**src/rtl/lmc_program_reader_if.sv**
```systemverilog
// rtl/lmc_program_reader_if.sv - program RAM read port between the reader and the RAM
interface lmc_program_reader_if #(
  parameter int ADDR_WIDTH = 2,
  parameter int DATA_WIDTH = 8
);
  logic [ADDR_WIDTH-1:0] ram_addr;
  logic                  ram_rd;
  logic [DATA_WIDTH-1:0] ram_data;

  modport master (output ram_addr, output ram_rd, input ram_data);
  modport slave  (input ram_addr, input ram_rd, output ram_data);
endinterface

```
**src/rtl/lmc_program_reader.sv**
```systemverilog
// rtl/lmc_program_reader.sv - fetch/decode/execute engine for the LMC program RAM
module lmc_program_reader #(
  parameter int ADDR_WIDTH = 2,
  parameter int DATA_WIDTH = 8
) (
  input  logic                   timer555,
  input  logic                   reset_count,
  input  logic                   run,
  lmc_program_reader_if.master   ram,
  output logic [ADDR_WIDTH-1:0]  pc_out,
  output logic [3:0]             acc_out,
  output logic                   carry,
  output logic [3:0]             out_data,
  output logic                   out_valid,
  output logic                   halted,
  output logic                   busy
);

  typedef enum logic [2:0] {
    S_IDLE  = 3'd0,
    S_FETCH = 3'd1,
    S_WAIT  = 3'd2,
    S_EXEC  = 3'd3,
    S_HALT  = 3'd4
  } state_t;

  localparam logic [2:0] OP_HLT  = 3'b000;
  localparam logic [2:0] OP_LDI  = 3'b001;
  localparam logic [2:0] OP_ADDI = 3'b010;
  localparam logic [2:0] OP_SUBI = 3'b011;
  localparam logic [2:0] OP_JMP  = 3'b100;
  localparam logic [2:0] OP_JZ   = 3'b101;
  localparam logic [2:0] OP_OUT  = 3'b110;

  state_t                state, state_next;
  logic [ADDR_WIDTH-1:0] pc;
  logic [2:0]            ir_op;
  logic [3:0]            ir_imm;
  logic [ADDR_WIDTH-1:0] ir_tgt;
  logic [4:0]            sum;

  always_ff @(posedge timer555) begin
    if (!reset_count) state <= S_IDLE;
    else              state <= state_next;
  end

  always_comb begin
    state_next = state;
    case (state)
      S_IDLE:  if (run) state_next = S_FETCH;
      S_FETCH: state_next = S_WAIT;
      S_WAIT:  state_next = S_EXEC;
      S_EXEC: begin
        if (ir_op == OP_HLT) state_next = S_HALT;
        else if (run)        state_next = S_FETCH;
        else                 state_next = S_IDLE;
      end
      S_HALT:  if (!run) state_next = S_IDLE;
      default: state_next = S_IDLE;
    endcase
  end

  assign sum = {1'b0, acc_out} + {1'b0, ir_imm};

  // Architectural state commits at the end of EXEC, so it is visible the following cycle.
  always_ff @(posedge timer555) begin
    if (!reset_count) begin
      pc        <= '0;
      acc_out   <= '0;
      carry     <= 1'b0;
      out_data  <= '0;
      out_valid <= 1'b0;
      ir_op     <= '0;
      ir_imm    <= '0;
      ir_tgt    <= '0;
    end else begin
      out_valid <= 1'b0;
      if (state == S_WAIT) begin
        ir_op  <= ram.ram_data[7:5];
        ir_imm <= ram.ram_data[3:0];
        ir_tgt <= ram.ram_data[ADDR_WIDTH-1:0];
      end
      if (state == S_HALT && !run) pc <= '0;
      if (state == S_EXEC) begin
        pc <= pc + 1'b1;
        case (ir_op)
          OP_HLT:  pc <= pc;
          OP_LDI: begin
            acc_out <= ir_imm;
            carry   <= 1'b0;
          end
          OP_ADDI: {carry, acc_out} <= sum;
          OP_SUBI: begin
            acc_out <= acc_out - ir_imm;
            carry   <= (acc_out < ir_imm);
          end
          OP_JMP:  pc <= ir_tgt;
          OP_JZ:   if (acc_out == 4'd0) pc <= ir_tgt;
          OP_OUT: begin
            out_data  <= acc_out;
            out_valid <= 1'b1;
          end
          default: ;
        endcase
      end
    end
  end

  assign ram.ram_addr = pc;
  assign ram.ram_rd   = (state == S_FETCH);
  assign pc_out       = pc;
  assign halted       = (state == S_HALT);
  assign busy         = (state == S_FETCH) || (state == S_WAIT) || (state == S_EXEC);

endmodule

```
**src/flat_wrapper.sv**
```systemverilog
// flat-port wrapper written by rule: the top's interface ports become plain ports
module lmc_program_reader_flat 
#(
  parameter int ADDR_WIDTH = 2,
  parameter int DATA_WIDTH = 8
)
  (timer555, reset_count, run, pc_out, acc_out, carry, out_data, out_valid, halted, busy, ram_ram_addr, ram_ram_rd, ram_ram_data);
  lmc_program_reader_if #(.ADDR_WIDTH(ADDR_WIDTH), .DATA_WIDTH(DATA_WIDTH)) ram_i ();
  input  logic timer555;
  input  logic reset_count;
  input  logic run;
  output logic [ADDR_WIDTH-1:0] pc_out;
  output logic [3:0] acc_out;
  output logic carry;
  output logic [3:0] out_data;
  output logic out_valid;
  output logic halted;
  output logic busy;
  output wire logic [$bits(ram_i.ram_addr)-1:0] ram_ram_addr;
  output wire logic [$bits(ram_i.ram_rd)-1:0] ram_ram_rd;
  input wire logic [$bits(ram_i.ram_data)-1:0] ram_ram_data;
  assign ram_ram_addr = ram_i.ram_addr;
  assign ram_ram_rd = ram_i.ram_rd;
  assign ram_i.ram_data = ram_ram_data;
  lmc_program_reader #(.ADDR_WIDTH(ADDR_WIDTH), .DATA_WIDTH(DATA_WIDTH)) u_core (.timer555(timer555), .reset_count(reset_count), .run(run), .ram(ram_i), .pc_out(pc_out), .acc_out(acc_out), .carry(carry), .out_data(out_data), .out_valid(out_valid), .halted(halted), .busy(busy));
endmodule
```
**config.mk**
```make
export PLATFORM = sky130hd
export DESIGN_NAME = lmc_program_reader_flat
export DESIGN_NICKNAME = d
export VERILOG_FILES = /design/src/rtl/lmc_program_reader_if.sv /design/src/rtl/lmc_program_reader.sv /design/src/flat_wrapper.sv
export SDC_FILE = /design/constraint.sdc
export NUM_CORES = 1
export LEC_CHECK = 0
export ABC_AREA = 1
export BUFFER_PORTS_ARGS = -buffer_cell sky130_fd_sc_hd__buf_2
export CAP_MARGIN = 25
export CELL_PAD_IN_SITES_DETAIL_PLACEMENT = 1
export CELL_PAD_IN_SITES_GLOBAL_PLACEMENT = 2
export CORE_UTILIZATION = 31
export DETAILED_ROUTE_END_ITERATION = 8
export MAX_ROUTING_LAYER = met4
export PLACE_DENSITY_LB_ADDON = 0.08
export SYNTH_ARGS = -nofsm -noshare
export SYNTH_HDL_FRONTEND = slang
export SYNTH_SLANG_ARGS = --single-unit
```
**constraint.sdc**
```tcl
create_clock -name timer555 -period 4 [get_ports timer555]
set_input_delay 1.2 -clock timer555 [delete_from_list [all_inputs] [get_ports timer555]]
set_output_delay 1.2 -clock timer555 [all_outputs]
set_load 0.05 [all_outputs]
```
==> flow_summary.yaml, run 1 <==
pwr:
  p_leak_nw: 0.736
  power_density_mw_per_mm2: 379
  ir_worst_vdd_mv: 0.158
critical_path:
  crit_arrival_ps: 1740
  cp.required_ps: 2800
  crit_path_cell_trace: "inv_1 -> nand3_1 -> o21ai_0 -> inv_1 -> nand2_1 -> buf_2"
  start_kind: "register"
  cp_slowest_stage_delay_ps: 430
  rrSetupSlack_ps: 2140
  cp_top_family: "simple AND/OR/NAND/NOR gates"
  timing.rr.start: "u_core.acc_out[0]"
  path_max_fanout: 15
  cp_slowest_cell: "nand3_1"
  cp-end-kind: "output pin"
  crit_buf_inv: 3
  r2r-end: "u_core.carry"
  cp_num_cells: 6
  crit_type: "register to output pin"
  reg2reg_depth: 9
  crit_top_cell: "inv_1"
yosys:
  syn-num-nets: 203
  yosys_register_bits: 22
  synthAdderAreaFrac_pct: 11.1
  syn_area_mm2: 0.00126
  synth_cells: 182
  synth.distinct_cells: 22
  synth_top_family_by_area: "simple AND/OR/NAND/NOR gates"
  yosys.area_share.simple_pct: 26.5
  yosys_warnings: 0
  synthMuxAreaShare_pct: 0
  synth_compound_area_share_pct: 16.4
  avgSynthCellArea_um2: 6.95
  synthXorXnorAreaFrac_pct: 0.692
  synth-seq-area-share_pct: 34.8
clock_tree:
  cts_max_level: 1
  cts_resized: 0
  numCtsBuffers: 3
  cts_hold_buffers: 0
  clkLatencyLatePin_ps: 260
  cts_root_buf: "clkbuf_8"
  clkSlewWorstSetupHoldPaths_ps: 90
  cts_sinks: 22
  cts_tree: "done"
  clk_path_buf_depth: 2
  cts_setup_buffers: 0
die:
  die_w_um: 65.9
  num_rows: 22
  die_h_um: 65.9
  dieArea_mm2: 0.00434
  core_area_mm2: 0.00380
  initial_core_util_pct: 33.3
  ioPinCount: 28
timing:
  fin_ws_ps: 1060
  finalCritPeriodShare_pct: 73.6
  setup_viol: 0
  tightest_slew_ps: 555
  max_freq_mhz: 340
  finalHoldViolations: 0
  finalMaxSlewViolations: 0
  setup_tns_ps: 0
  rsz0062_at_grt: "false"
  relSlewSlack_pct: 62.9
  period_needed_ps: 2940
  clock_skew_ps: 7.31
global_routing:
  grt_antenna_before_repair: 0
  grt_pass1_wl_mm: 6.00
  grt_pass1_vias: 1291
  grt_overflow: 0
  grt_max_degree: 18
  grt_usage_pct: 18.7
detailed_routing:
  dr.pass1.iters: 4
  ant_nets: 0
  drtIter0Drc: 31
  detail_route.wl_per_cell_um: 13.4
  vias_per_cell: 4.76
  remaining_drc_errors: 0
  vias: 1219
  wl_mm: 3.44
final_layout:
  design.final.nets: 230
  fillers: 510
  final_layout_size_suffix_gt1_share_pct: 17.3
  diodes: 0
  areaGrowthSynthToFinish_pct: 18.6
place:
  post-place-ws_ps: 1380
  dp_hpwl_mm: 2.72
  gp_congestion: 0.772
  portBuffers: 26
run:
  drv_cap: 0
status:
  status: "finished, final reports clean"
min_path:
  hold_depth: 2
  hold_end: "u_core.out_data[2]"
  hold_path.class: "register to register"
  min_from: "u_core.out_data[2]"
[state kept, by name, indices dropped and copies added (netlist names)]
register and cells:
u_core.ir_op 3, u_core.carry 1, u_core.ir_imm 3, u_core.acc_out 4
u_core.state 3, u_core.pc_out 2, u_core.out_data 4, u_core.ir_tgt 1
u_core.out_valid 1
[worst max-delay path by stage]
stage,start,end,slack (ps)
finish,u_core.state[2],busy,1060
global placement,u_core.state[2],busy,1400
CTS,u_core.state[2],busy,1070
floorplan,u_core.state[0],halted,1660
detailed placement,u_core.state[2],busy,1380
global route,u_core.state[2],busy,830
[cells in the mapped netlist, drive strengths merged]
cell | count | area (µm²)
nand2 | 32 | 123
inv | 27 | 101
dfxtp | 22 | 440
nor2 | 22 | 92.6
a21oi | 21 | 105
nand3 | 19 | 100
o21ai | 19 | 95.1
ha | 8 | 100
buf | 3 | 22.5
fa | 2 | 40.0
clkbuf | 1 | 3.75
clkinv | 1 | 5.00
nand3b | 1 | 7.51
nor3 | 1 | 5.00
nor3b | 1 | 7.51
o211ai | 1 | 7.51
xnor2 | 1 | 8.76
[tightest hold or removal path, cell delays in order, from the launching register on]
cell	delay, ps
dfxtp_1	330
o21ai_0	80
nor2_1	80
[power by group]
part           internal, mW  total, mW  switching (mW)
logic                0.0355      0.116          0.0805
registers             0.230      0.244          0.0132
clock network         0.134      0.209          0.0749
total                 0.400      0.568           0.169
[through the flow]
stage / hold WS, ps / instance area, µm² / total power, mW / std cells / util [%]
global placement: 488 / 1430 / 0.361 / 252 / 37.6
finish: 519 / 1500 / 0.568 / 256 / 39.5
detailed placement: 499 / 1430 / 0.365 / 252 / 37.6
floorplan: 464 / 1260 / 0.333 / 182 / -
CTS: 522 / 1500 / 0.574 / 256 / 39.5
global route: 553 / 1500 / 0.602 / 256 / 39.5
[per-layer routing]
layer / vias to the layer above / track usage (%) / part of all wire (%)
met5: - / - / 0
met4: 0 / 3.26 / 0.41
met3: 2 / 3.97 / 3.0
met2: 21 / 29.5 / 43
met1: 557 / 24.7 / 53
li1: 639 / - / -
[cells by family after synthesis]
family / after synthesis
AOI/OAI and AO/OA: 41
xor gates and xnor gates: 1
adders and majority gates: 10
buffers and inverters: 32
DFF: 22
and+or+nand+nor: 76
[cell usage in the layout (no fill, tap or decap), types with 2 or more instances in the layout]
master and count:
fa_1 2, inv_1 26, clkbuf_8 3, nor2_1 20, nand3_1 18, ha_1 8, buf_2 26, o21ai_0 19
dfxtp_1 22, nand2_1 31, a21oi_1 21
[final cells by class]
type	instances	area (µm²)	share of cell area, %
Clock buffer	3	41.3	2.75
Clock inverter	1	30.0	2.00
Inverter	28	106	7.09
Multi-Input combinational cell	128	692	46.1
Sequential cell	22	440	29.4
Tap cell	48	60.1	4.00
Timing Repair Buffer	26	130	8.67
(Power assumes the default switching activity.)
==> inputs of run 2 (changes only) <==
--- a/config.mk
+++ b/config.mk
@@ -5,12 +5,12 @@
 export SDC_FILE = /design/constraint.sdc
 export NUM_CORES = 1
 export LEC_CHECK = 0
-export ABC_AREA = 1
+export ABC_AREA = 0
 export BUFFER_PORTS_ARGS = -buffer_cell sky130_fd_sc_hd__buf_2
 export CAP_MARGIN = 25
 export CELL_PAD_IN_SITES_DETAIL_PLACEMENT = 1
 export CELL_PAD_IN_SITES_GLOBAL_PLACEMENT = 2
-export CORE_UTILIZATION = 31
+export CORE_UTILIZATION = 29
 export DETAILED_ROUTE_END_ITERATION = 8
 export MAX_ROUTING_LAYER = met4
 export PLACE_DENSITY_LB_ADDON = 0.08
==> constraint.sdc (replaced) <==
create_clock -name timer555 -period 2.56 [get_ports timer555]
set_input_delay 0.768 -clock timer555 [delete_from_list [all_inputs] [get_ports timer555]]
set_output_delay 0.768 -clock timer555 [all_outputs]
set_load 0.05 [all_outputs]
==> flow_summary.yaml, run 2 <==
status:
  status: "finished, final reports clean"
place:
  place_area_mm2: 0.00151
  dp_hpwl_mm: 2.55
  portBuffers: 26
  gp_congestion: 0.776
die:
  die_h_um: 70.2
  num_rows: 24
  die_w_um: 70.2
  initial_core_util_pct: 30.6
  ioPinCount: 28
  dieArea_mm2: 0.00493
  core_area_mm2: 0.00441
clock_tree:
  numCtsBuffers: 3
  cts_max_level: 1
  clkSlewWorstSetupHoldPaths_ps: 80
  cts_tree: "done"
  cts_setup_buffers: 0
  clkLatencyLatePin_ps: 260
  clk_path_buf_depth: 2
  cts_hold_buffers: 0
  cts_root_buf: "clkbuf_8"
  cts_resized: 0
  cts_sinks: 22
global_routing:
  grt_usage_pct: 15.0
  grt_pass1_vias: 1146
  grt_antenna_before_repair: 0
  gr-max-usage-layer: "met2"
  grt_max_degree: 25
  use_met1_pct: 18.8
  grt_util_met2_pct: 24.9
  grt_overflow: 0
  grtUsageMet3_pct: 2.16
  grt_pass1_wl_mm: 5.64
yosys:
  ys_async_sr_fraction_pct: 0
  synth-seq-area-share_pct: 32.7
  avgSynthCellArea_um2: 8.99
  yosys_register_bits: 22
  synth_cells: 150
  synth_ff_type: "dfxtp_1"
  syn_area_mm2: 0.00135
  yosys_warnings: 0
  ys_top_cells_by_count: "22 x dfxtp_1, 17 x nor2b_1, 14 x nor2_1"
  yosysTopAreaCell: "dfxtp_1"
  yosysMostFrequentCell: "dfxtp_1"
  syn-num-nets: 171
  synth.distinct_cells: 39
  synth_area_leaders: "dfxtp_1 33%, mux2i_1 8.2%, nor2b_1 7.9%, ha_1 7.4%, nor2_1 3.9%"
  yosysTopAreaCellShare_pct: 32.7
  synth-edff-count: 0
timing:
  hold_ws_ps: 475
  finalCritPeriodShare_pct: 81.9
  setup_viol: 0
  max_freq_mhz: 477
  tightest_slew_ps: 538
  finalMaxSlewViolations: 0
  setup_tns_ps: 0
  relSlewSlack_pct: 63.8
  period_needed_ps: 2100
  rsz0062_at_grt: "false"
  finalHoldViolations: 0
  clock_skew_ps: 3.29
critical_path:
  cp_slowest_cell: "dfxtp_1"
  crit_path_cell_trace: "nor2_1 -> nand2_1 -> inv_1 -> buf_2"
  crit_arrival_ps: 1330
  start_kind: "register"
  cp.required_ps: 1790
  cp_slowest_stage_delay_ps: 400
  cp-end-kind: "output pin"
  crit_type: "register to output pin"
  path_max_fanout: 7
  cp_top_family: "flip-flops"
  crit_buf_inv: 2
detailed_routing:
  remaining_drc_errors: 0
  dr.pass1.iters: 4
  vias_per_cell: 5.09
  vias: 1151
  detail_route.wl_per_cell_um: 14.7
  wl_mm: 3.32
  drtIter0Drc: 31
  ant_nets: 0
min_path:
  hold_path.class: "register to register"
final_layout:
  layout_common_cells: "26 x buf_2, 22 x dfxtp_1, 17 x nor2b_1, 14 x nor2_1, 11 x mux2i_1"
  final_layout_size_suffix_gt1_share_pct: 21.3
  diodes: 0
  design.final.nets: 196
  areaGrowthSynthToFinish_pct: 15.8
  top_regs: "u_core.acc_out x4, u_core.out_data x4"
  layout_commonest_cell: "buf_2"
  fin_area_mm2: 0.00156
pwr:
  power_density_mw_per_mm2: 496
  switchingPower_mw: 0.227
  p_leak_nw: 0.647
  combPwrFrac_pct: 17.5
  switching_share_pct: 29.4
  p_seq_share_pct: 49.3
  intPower_mw: 0.547
  total_power_mw: 0.774
  ir_worst_vdd_mv: 0.158
  clkPwrFrac_pct: 33.2
run:
  drv_cap: 0
-- run 2: changes by cell type after synthesis, moves of 5 or more --
cell	previous run	this run
nand3_1	18	1
nand2b_1	0	5
inv_1	26	8
nor2b_1	0	17
o21ai_0	19	6
mux2i_1	0	11
a21oi_1	21	6
nor2_1	20	14
nand2_1	31	7
-- run 2: worst min-delay path: cells and delay by family (launching register included) --
| kind | cells | cell delay (ps) |
|---|---|---|
| AOI/OAI and AO/OA | 1 | 70 |
| and+or+nand+nor | 1 | 50 |
| DFF | 1 | 310 |
-- run 2: routing by layer --
layer / vias up / share of wire (%)
met2: 22 / 48
met4: 0 / 1.1
met5: - / 0
met1: 546 / 48
li1: 579 / -
met3: 4 / 2.6
-- run 2: metrics by stage --
step / cells / utilization [%] / setup WS [ps]
final: 226 / 35.4 / 464
after global routing: 226 / 35.4 / 347
after CTS: 226 / 35.4 / 455
after detailed placement: 222 / 34.1 / 688
after global placement: 222 / 34.1 / 784
after floorplan: 150 / - / 164
-- run 2: cell type report --
class | instances | area, µm²
fill | 526 | 2850
multi-input combinational | 113 | 833
sequential | 22 | 440
timing repair buffer | 27 | 138
tap | 52 | 65.1
clock buffer | 4 | 55.1
inverter | 8 | 30.0
-- run 2: cells by family (layout without fill, tap and decap cells) --
| logic type | after synthesis | after routing | share of synthesized area, % |
|---|---|---|---|
| adders and majority gates | 10 | 10 | 10.4 |
| xor gates and xnor gates | 1 | 1 | 0.649 |
| AOI/OAI and AO/OA | 31 | 31 | 16.1 |
| buffers and inverters | 15 | 39 | 5.57 |
| and+or+nand+nor | 60 | 60 | 26.4 |
| DFF | 22 | 22 | 32.7 |
| muxes | 11 | 11 | 8.16 |
-- run 2: worst paths after layout --
check	end	start	slack, ps	cells after the start
max reg2reg	u_core.acc_out[2]	u_core.acc_out[0]	620	7
min reg2reg	u_core.carry	u_core.carry	480	2
max	halted	u_core.state[0]	460	4
min	u_core.carry	u_core.carry	480	2
-- run 2: power by group through the flow --
stage | clock network, mW | registers, mW | logic (mW)
6_report | 0.257 | 0.382 | 0.136
5_1_grt | 0.288 | 0.385 | 0.151
4_1_cts | 0.274 | 0.382 | 0.138
3_5_place_dp | 0 | 0.390 | 0.137
3_3_place_gp | 0 | 0.389 | 0.134
2_1_floorplan | 0 | 0.380 | 0.111
